`src/rtl/log_pkg.sv`:
```
// Shared types and constants for the natural-log engine: FSM states, default sizes
// and the ln(1+2^-k) table.
package log_pkg;

    localparam int DEF_GUARD = 4;
    localparam int DEF_NITER = 17;
    localparam int QF        = 16;
    localparam int LUT_FW    = 20;
    localparam int LUT_N     = 17;
    localparam int K_W       = 5;

    typedef enum logic [1:0] {
        IDLE = 2'd0,
        LOAD = 2'd1,
        ITER = 2'd2,
        DONE = 2'd3
    } log_state_t;

    // ln(1+2^-k) in Q1.20, truncated; entry 0 is ln2 for the doubling step
    localparam logic [LUT_FW:0] LOG_LUT [LUT_N] = '{
        21'd726817, 21'd425160, 21'd233982, 21'd123504,
        21'd63569,  21'd32266,  21'd16257,  21'd8160,
        21'd4088,   21'd2046,   21'd1023,   21'd511,
        21'd255,    21'd127,    21'd63,     21'd31,
        21'd15
    };

    function automatic logic [LUT_FW:0] log_lut(input logic [K_W-1:0] k);
        logic [LUT_FW:0] v;
        v = '0;
        if (int'(k) < LUT_N)
            v = LOG_LUT[k];
        return v;
    endfunction

endpackage

```
`src/rtl/logController.sv`:
```
// Sequencer for the log engine: IDLE -> LOAD -> ITER x NITER -> DONE, with the
// iteration counter and registered datapath strobes.
//
// state | meaning
// IDLE  | waiting for start
// LOAD  | latch y, W=1.0, ACC=0
// ITER  | one shift-and-add step per cycle, k = 0..NITER-1
// DONE  | result registers valid, done pulse high
module logController
    import log_pkg::*;
#(
    parameter int NITER = DEF_NITER
) (
    input  logic           clk,
    input  logic           rst,
    input  logic           start,
    output logic [K_W-1:0] k,
    output logic           ldy,
    output logic           initw,
    output logic           ldw,
    output logic           ldacc,
    output logic           ldres,
    output logic           done
);

    localparam logic [K_W-1:0] K_LAST = K_W'(NITER - 1);

    log_state_t state;
    logic       enk;

    always_ff @(posedge clk or posedge rst) begin
        if (rst) begin
            state <= IDLE;
            k     <= '0;
            ldy   <= 1'b0;
            initw <= 1'b0;
            ldw   <= 1'b0;
            ldacc <= 1'b0;
            enk   <= 1'b0;
            ldres <= 1'b0;
            done  <= 1'b0;
        end else begin
            ldy   <= 1'b0;
            initw <= 1'b0;
            ldw   <= 1'b0;
            ldacc <= 1'b0;
            enk   <= 1'b0;
            ldres <= 1'b0;
            done  <= 1'b0;
            case (state)
                IDLE: begin
                    if (start) begin
                        state <= LOAD;
                        ldy   <= 1'b1;
                        initw <= 1'b1;
                    end
                end
                LOAD: begin
                    state <= ITER;
                    k     <= '0;
                    ldw   <= 1'b1;
                    ldacc <= 1'b1;
                    enk   <= 1'b1;
                    ldres <= (K_LAST == '0);
                end
                ITER: begin
                    if (k == K_LAST) begin
                        state <= DONE;
                        done  <= 1'b1;
                    end else begin
                        if (enk)
                            k <= k + 1'b1;
                        ldw   <= 1'b1;
                        ldacc <= 1'b1;
                        enk   <= 1'b1;
                        // result is captured alongside the final step's ACC update
                        ldres <= ((k + 1'b1) == K_LAST);
                    end
                end
                DONE: begin
                    state <= IDLE;
                end
                default: begin
                    state <= IDLE;
                end
            endcase
        end
    end

endmodule

```
`src/rtl/logDatapath.sv`:
```
// Y/W/ACC registers, shift-add comparator and LUT accumulate for the log engine.
// Optional LOG_ROUND_EN rounds the Q1.(16+GUARD) accumulator to nearest Q1.16.
module logDatapath
    import log_pkg::*;
#(
    parameter int GUARD = DEF_GUARD
) (
    input  logic           clk,
    input  logic           rst,
    input  logic           ldy,
    input  logic           initw,
    input  logic           ldw,
    input  logic           ldacc,
    input  logic           ldres,
    input  logic [K_W-1:0] k,
    input  logic [1:0]     yint,
    input  logic [15:0]    yfrac,
    output logic           err,
    output logic           intpart,
    output logic [15:0]    fracpart
);

    localparam int FW = QF + GUARD;
    localparam int YW = FW + 2;
    localparam int AW = FW + 1;
    localparam int RW = QF + 1;
    localparam logic [YW-1:0] W_ONE = {2'b01, {FW{1'b0}}};

    logic [YW-1:0] yreg;
    logic [YW-1:0] wreg;
    logic [YW-1:0] wsh;
    logic [YW:0]   t;
    logic          take;
    logic [AW-1:0] acc;
    logic [AW-1:0] lut;
    logic [AW-1:0] acc_nxt;
    logic [RW-1:0] res;

    // table is stored at 20 fraction bits, so GUARD must not exceed 4
    always_comb begin
        wsh     = wreg >> k;
        t       = {1'b0, wreg} + {1'b0, wsh};
        take    = (t <= {1'b0, yreg});
        lut     = AW'(log_lut(k) >> (LUT_FW - FW));
        acc_nxt = take ? (acc + lut) : acc;
    end

`ifdef LOG_ROUND_EN
    logic [RW:0] rq;
    always_comb begin
        rq  = (RW + 1)'(({1'b0, acc_nxt} + (AW + 1)'(1 << (GUARD - 1))) >> GUARD);
        res = rq[RW] ? {RW{1'b1}} : rq[RW-1:0];
    end
`else
    always_comb begin
        res = acc_nxt[AW-1:GUARD];
    end
`endif

    always_ff @(posedge clk or posedge rst) begin
        if (rst) begin
            yreg     <= '0;
            wreg     <= '0;
            acc      <= '0;
            err      <= 1'b0;
            intpart  <= 1'b0;
            fracpart <= '0;
        end else begin
            if (ldy) begin
                yreg <= {yint, yfrac, {GUARD{1'b0}}};
                err  <= (yint == 2'd0);
            end
            if (initw) begin
                wreg <= W_ONE;
                acc  <= '0;
            end
            if (ldw && take)
                wreg <= t[YW-1:0];
            if (ldacc)
                acc <= acc_nxt;
            if (ldres)
                {intpart, fracpart} <= err ? {RW{1'b0}} : res;
        end
    end

endmodule

```
`src/rtl/logarithm.sv`:
```
// Natural-log engine top: ln(y) for Q2.16 y in [1,4), Q1.16 result, start/done handshake.
// Define LOG_ROUND_EN to round the result to nearest instead of truncating.
module logarithm
    import log_pkg::*;
#(
    parameter int GUARD = DEF_GUARD,
    parameter int NITER = DEF_NITER
) (
    input  logic        clk,
    input  logic        rst,
    input  logic        start,
    input  logic [1:0]  yint,
    input  logic [15:0] yfrac,
    output logic        done,
    output logic        err,
    output logic        intpart,
    output logic [15:0] fracpart
);

    logic [K_W-1:0] k;
    logic           ldy;
    logic           initw;
    logic           ldw;
    logic           ldacc;
    logic           ldres;

    logController #(.NITER(NITER)) u_ctrl (
        .clk   (clk),
        .rst   (rst),
        .start (start),
        .k     (k),
        .ldy   (ldy),
        .initw (initw),
        .ldw   (ldw),
        .ldacc (ldacc),
        .ldres (ldres),
        .done  (done)
    );

    logDatapath #(.GUARD(GUARD)) u_dp (
        .clk      (clk),
        .rst      (rst),
        .ldy      (ldy),
        .initw    (initw),
        .ldw      (ldw),
        .ldacc    (ldacc),
        .ldres    (ldres),
        .k        (k),
        .yint     (yint),
        .yfrac    (yfrac),
        .err      (err),
        .intpart  (intpart),
        .fracpart (fracpart)
    );

endmodule

```
`config.mk`:
```
export PLATFORM = sky130hd
export DESIGN_NAME = logarithm
export DESIGN_NICKNAME = d
export VERILOG_FILES = /design/src/rtl/log_pkg.sv /design/src/rtl/logController.sv /design/src/rtl/logDatapath.sv /design/src/rtl/logarithm.sv
export SDC_FILE = /design/constraint.sdc
export NUM_CORES = 1
export LEC_CHECK = 0
export CORE_ASPECT_RATIO = 0.5
export CORE_MARGIN = 5
export CORE_UTILIZATION = 60
export DETAILED_ROUTE_END_ITERATION = 16
export GPL_ROUTABILITY_DRIVEN = 0
export PLACE_DENSITY = 0.8
export SYNTH_ARGS = -nofsm -noshare
export SYNTH_HDL_FRONTEND = slang
export SYNTH_SLANG_ARGS = --single-unit
export TNS_END_PERCENT = 20
```
`constraint.sdc`:
```
create_clock -name clk -period 16.3 [get_ports clk]
set_clock_uncertainty 0.15 [all_clocks]
set_input_delay 3.26 -clock clk [delete_from_list [all_inputs] [get_ports clk]]
set_output_delay 3.26 -clock clk [all_outputs]
set_load 0.01 [all_outputs]
```
**Word level (Yosys, flattened, before mapping)**

Memory sizes are Yosys's and may differ from the RTL's.
Cells that the tools add are included.
W data, S select, Z words.

- Register bits after elaboration: 90
- ROM bits: 672
- Input port bits: 21
- Output and inout port bits: 19
- Word-level logic and storage cells: 64
- Memories: 1

- Add/subtract/negate cells: 3
- Magnitude comparators: 3
- Eq/ne operators: 10
- Shift-type cells: 1
- Mux-type cells: 23
- Bitwise gates (word level): 1
- Reductions and logical operators: 9

Memory list:

| name | depth | width | read ports | clocked after Yosys merged registers in | write ports | RTL line | text |
|---|---|---|---|---|---|---|---|
| (no name shown) | 32 | 21 | 1 | 0 | 0 | log_pkg.sv:32 | `v = LOG_LUT[k];` |

Operators with widths:

| cell | count |
|---|---|
| $mux W21 | 6 |
| $mux W22 | 2 |
| $add A22 B22 Y23 | 1 |
| $le A23 B22 Y1 | 1 |
| $shr A22 B5 Y22 | 1 |
| $add A21 B21 Y21 | 1 |
| $mux W17 | 1 |
| $eq A5 B5 Y1 const B | 2 |
| $mux W5 | 2 |
| $pmux W5 S2 | 1 |
| $pmux W2 S4 | 1 |
| $mux W1 | 7 |
| $ge A6 B6 Y1 const B | 1 |
| $ne A2 B1 Y1 const B | 3 |
| $not A5 Y6 | 1 |
| $reduce_bool A2 Y1 | 3 |
| $add A5 B1 Y5 const B | 1 |
| $lt A5 B5 Y1 const B | 1 |
| $eq A2 B2 Y1 const B | 2 |
| $logic_not A2 Y1 | 2 |
| $mux W2 | 2 |
| $ne A2 B2 Y1 const B | 2 |
| $reduce_and A2 Y1 | 2 |
| $reduce_and A3 Y1 | 1 |
| 3 further kinds | 3 |

**Logic depth before layout (Yosys ltp)**

- Depth in word-level cells: 8
- Mapped depth: 28
- Mapped depth without buffers: 24

**By module**

From an unflattened synthesis, not the netlist that was laid out.

- Cells, all modules: 863
- Area, all modules: 7,664.9 um^2

By module, submodules not included:

| module | instances | cells an instance | area an instance (um^2) | sequential area each (um^2) |
|---|---|---|---|---|
| logDatapath | 1 | 807 | 7,021.7 | 1,976.9 |
| logController | 1 | 56 | 643.1 | 275.3 |

**Worst setup path before layout**

No wires, ideal clock.

- Path type: reg-to-reg
- Start: register u_ctrl.k[1]
- End: register u_dp.wreg[15]
- Library setup time: 118 ps
- Arrival time: 5,688 ps
- Required time: 16,032 ps
- Path slack: 10,344 ps
- Stages on the path, launching flop included: 26
- Buffers on the path: 4
- Period minus slack after synthesis: 5,956 ps
- Cell sequence: dfrtp_1 clkbuf_1 buf_1 mux4_2 mux4_2 o2bb2ai_1 ha_1 fa_1 a211oi_2 o21ai_1 a31oi_4 o21ai_0 a21oi_1 o21ai_0 xor2_1 ha_1 a211o_1 o211ai_1 a21oi_1 o311ai_1 nand4_1 or2_1 buf_2 buf_6 and3_1 a21o_1

- Cells in the longest elaborated chain, start to end: 5
- Elaborated cells on any way between the ends: 6
- Those cells by class: add/sub: 1; order compare: 1; shift: 1; mux: 1; reduce/logical: 2

RTL lines:

| element | RTL line | text |
|---|---|---|
| from (decl) | logController.sv:17 | `output logic [K_W-1:0] k,` |
| from (signal assigned) | logController.sv:72 | `k <= k + 1'b1;` |
| $shr A22 B5 Y22 (*) | logDatapath.sv:41 | `wsh = wreg >> k;` |
| $add A22 B22 Y23 (*) | logDatapath.sv:42 | `t = {1'b0, wreg} + {1'b0, wsh};` |
| $le A23 B22 Y1 | logDatapath.sv:43 | `take = (t <= {1'b0, yreg});` |
| $logic_and A1 B1 Y1 | logDatapath.sv:77 | `if (ldw && take)` |
| $mux W22 / $reduce_bool A2 Y1 (equally long branches) | -- |  |
| to (signal assigned) | logDatapath.sv:78 | `wreg <= t[YW-1:0];` |
| to (decl) | logDatapath.sv:30 | `logic [YW-1:0] wreg;` |

Every way passes the cells marked *; elsewhere a longest branch is shown, timed or not.
A chain may end at the register's enable or synchronous reset.

**Worst setup path after layout**

- Start: register u_ctrl.k[2]
- End: register u_dp.wreg[21]

The elaborated chain is that of the path after synthesis.

==> flow_metrics.tcl <==
set metrics [dict create \
    hold_violations 0 \
    syn_inst 867 \
    initial_utilization_pct 62.0 \
    grt_pass1_wl_um 30800 \
    routedWlPerCell_um 17.9 \
    synthTopCellsByArea "dfrtp_1 (30%), ha_1 (12%), nand2_1 (4.4%)" \
    seqPwrFrac_pct 21.5 \
    post-cts-setup-buffers 0 \
    critPathLaunch "u_ctrl.k[2]$_DFFE_PP0P_" \
    dp_hpwl_um 13600 \
    portBuffers 39 \
    max_freq_ghz 0.137 \
    crit_chain "buf_4 -> clkinv_1 -> mux4_2 -> o2bb2ai_1 -> ha_1 -> fa_1 -> a211oi_2 -> o21ai_1 -> a31oi_4 -> o21ai_0 -> a21oi_1 -> o21ai_0 -> xor2_1 -> ha_1 -> a211o_1 -> o211ai_1 -> a21oi_1 -> o311ai_1 -> nand4_1 -> buf_4 -> or2_1 -> and3_1 -> a31o_1" \
    fillerInstances 1004 \
    stdcell_count 1051 \
    crit_type "reg2reg" \
    diodes 0 \
    reg2regPathDepth 23 \
    fin_setup_tns_ns 0 \
    start_kind "flip-flop" \
    synth_edf_count 0 \
    first_pass_iters 6 \
    pin_count 40 \
    postCtsResizedCells 0 \
    syn-num-nets 962 \
    clk_latency_ns 0.36 \
    routed_wl_um 18800 \
    r2r_start "u_ctrl.k[2]$_DFFE_PP0P_" \
    cp-end-kind "flip-flop" \
    hold_depth 1 \
    synth_ff_type "dfrtp_1" \
    yosys_warnings 0 \
    slowest_delay_ns 0.74 \
    cp.arrival_ns 7.39 \
    clockBufferDepth 2 \
    synthToLayoutAreaGrowth_pct 10.6 \
    stdcell_area_mm2 0.00818 \
    drtAntennaViolNets 0 \
    grt_pass1_vias 6223 \
    reg2reg_to "u_dp.wreg[21]$_DFFE_PP0P_" \
    cp_top_family "compound AO/OA/AOI/OAI gates" \
    crit_cells 23 \
    ir_drop_v 0.000125 \
    tightest_slew_ns 1.15 \
    crit_end "u_dp.wreg[21]$_DFFE_PP0P_" \
    holdWs_ns 0.344 \
    hold_class "reg2reg" \
    syn_area_mm2 0.00740 \
    synth_top_cell_by_area "dfrtp_1" \
    via_per_inst 6.42 \
    h-tree-depth 3 \
    total_power_mw 1.56 \
    cts_tree "done" \
    crit_required_ns 16.40 \
    synth_area_per_cell_um2 8.54 \
    path_clk_slew_ns 0.06 \
    dieArea_mm2 0.0148 \
    r2r_slack_ns 9.01 \
    ys_seq_elements 90 \
    powerDensity_mw_per_mm2 191 \
    nNetsFinal 976 \
    final.period_utilization_pct 44.7 \
    worst-path-buf-inv 3 \
    drt_iter0_markers 777 \
    final.min_clock_period_ns 7.29 \
    antenna_found_initial 0 \
    cp_max_fo 42 \
    die_h_um 88.5 \
    yosysTopAreaCellShare_pct 30.4 \
    dp_cells 1035 \
    sw_frac_of_total_pct 47.3 \
    p_clk_share_pct 13.7 \
    num_rows 28 \
    grt_usage_pct 25.9 \
    drv_slew 0 \
    setup_viol 0 \
    vias 6744 \
    cts_root_buf "clkbuf_16" \
    slew_headroom_pct 23.2 \
    rsz0062_at_grt "false" \
    cp_slowest_cell "clkinv_1" \
    internal-power_uw 823 \
    min_from "u_dp.acc[20]$_DFFE_PP0P_" \
    p_leak_nw 3.78 \
    drive_gt1_share_pct 6.43 \
    status "finished clean" \
    ys_types 66 \
    p_comb_share_pct 64.8 \
    drc 0 \
    seq_area_frac_synth_pct 30.4 \
    ctsHoldBuffers 0 \
    grt.overflow.total 0 \
    core_area_mm2 0.0119 \
    p_switching_uw 739 \
    dpl-instance-area_mm2 0.00789 \
    async_flop_share_pct 100 \
    cap_violations 0 \
    cts_buffers 9 \
    grt_max_degree 54 \
    cts_num_sinks 90 \
    die_w_um 167 \
]
[how the worst min path moves through the flow]
stage                     slack (ns)                        to
after detailed placement        0.34  u_dp.acc[20]$_DFFE_PP0P_
after global placement          0.33  u_dp.acc[20]$_DFFE_PP0P_
final                           0.34  u_dp.acc[20]$_DFFE_PP0P_
after global routing            0.36  u_dp.acc[20]$_DFFE_PP0P_
after CTS                       0.35  u_dp.acc[20]$_DFFE_PP0P_
after floorplan                 0.31  u_dp.acc[20]$_DFFE_PP0P_
[state kept, by name, summed over array words and instances (netlist names)]
register,flops
u_dp.wreg,22
u_dp.acc,21
u_dp.yreg,18
u_dp.fracpart,16
u_ctrl.k,5
u_ctrl.state,2
u_ctrl.done,1
u_ctrl.enk,1
u_ctrl.initw,1
u_ctrl.ldres,1
u_dp.err,1
u_dp.intpart,1
[worst reg2reg max path: stages (launching register included)]
cell,delay [ns]
dfrtp_1,0.32
buf_4,0.37
clkinv_1,0.75
mux4_2,0.75
o2bb2ai_1,0.14
ha_1,0.24
fa_1,0.46
a211oi_2,0.27
o21ai_1,0.16
a31oi_4,0.26
o21ai_0,0.13
a21oi_1,0.22
o21ai_0,0.13
xor2_1,0.18
ha_1,0.31
a211o_1,0.29
o211ai_1,0.08
a21oi_1,0.09
o311ai_1,0.43
nand4_1,0.17
buf_4,0.28
or2_1,0.52
and3_1,0.32
a31o_1,0.18
[area by class of cell]
class	count	area (um^2)	area share (%)
inverters	60	226	2.77
clock buffers	12	246	3.01
well taps	165	206	2.52
flip-flops and latches	90	2250	27.5
clock inverters	4	51.3	0.627
multi-input cells	671	4740	57.9
repair buffers	49	465	5.69
[Yosys cell counts (3+ instances only)]
cell        n
o21a_1      6
a21o_1     19
dfrtp_1    90
or3_1       5
mux4_2      9
o21ai_0    62
o31ai_1     8
nand3_1    18
xnor2_1    24
a221oi_1    4
a21oi_1    59
a22o_1     10
nand4_1     5
buf_1       8
mux2i_1    29
a31o_2      9
nand2b_1    3
and2_1      9
nor2_1     65
o2bb2ai_1   4
o211ai_1    5
buf_2       8
nor2b_1    10
a31oi_1    10
xor2_1     12
o22ai_1    20
nor3_1     12
mux2_2      5
o21bai_1    5
clkbuf_1   29
ha_1       72
and3_1     22
nand2_1    87
inv_1      59
a211oi_1   22
[power groups by stage]
stage	registers (mW)	logic, mW	clock network (mW)
after floorplan	0.323	0.777	0
after global placement	0.336	0.962	0
after detailed placement	0.338	0.989	0
after CTS	0.335	0.997	0.218
after global routing	0.344	1.12	0.226
final	0.336	1.01	0.214
[cells by family after synthesis]
family / count (synthesis) / share of synthesized area (%)
AOI/OAI and AO/OA: 270 / 23.9
and+or+nand+nor: 248 / 15.6
buffers and inverters: 106 / 5.61
DFF: 90 / 30.4
adders and majority gates: 74 / 12.7
muxes: 43 / 7.42
xor gates and xnor gates: 36 / 4.26
[stage by stage]
| stage | setup slack, ns | utilization (%) |
|---|---|---|
| global route | 8.59 | 68.5 |
| finish | 9.01 | 68.5 |
| CTS | 9.18 | 68.5 |
| floorplan | 10.34 | - |
| detailed placement | 9.25 | 66.0 |
| global placement | 9.40 | 66.0 |
[placed cells by master, fill, tap and decap left out, types with 3 or more instances in the layout]
cell,count
dfrtp_1,90
nand2_1,87
ha_1,72
nor2_1,64
o21ai_0,62
a21oi_1,59
inv_1,58
clkdlybuf4s50_1,39
mux2i_1,29
xnor2_1,24
a211oi_1,22
and3_1,22
o22ai_1,20
a21o_1,19
nand3_1,18
nor3_1,12
xor2_1,12
nor2b_1,10
a31oi_1,10
a22o_1,10
buf_4,10
and2_1,9
a31o_2,9
mux4_2,9
clkbuf_16,9
o31ai_1,8
o21a_1,6
o211ai_1,5
nand4_1,5
o21bai_1,5
or3_1,5
mux2_2,5
a221oi_1,4
o2bb2ai_1,4
nand2b_1,3
[layer usage]
layer / vias to the layer above / part of all wire, % / global-route usage [%]
met3: 67 / 8.5 / 5.44
met4: 0 / 2.9 / 9.43
li1: 3182 / - / -
met5: - / 0 / 0
met2: 334 / 43 / 41.9
met1: 3161 / 46 / 35.1
No activity file was read; power rests on OpenSTA's default activity.
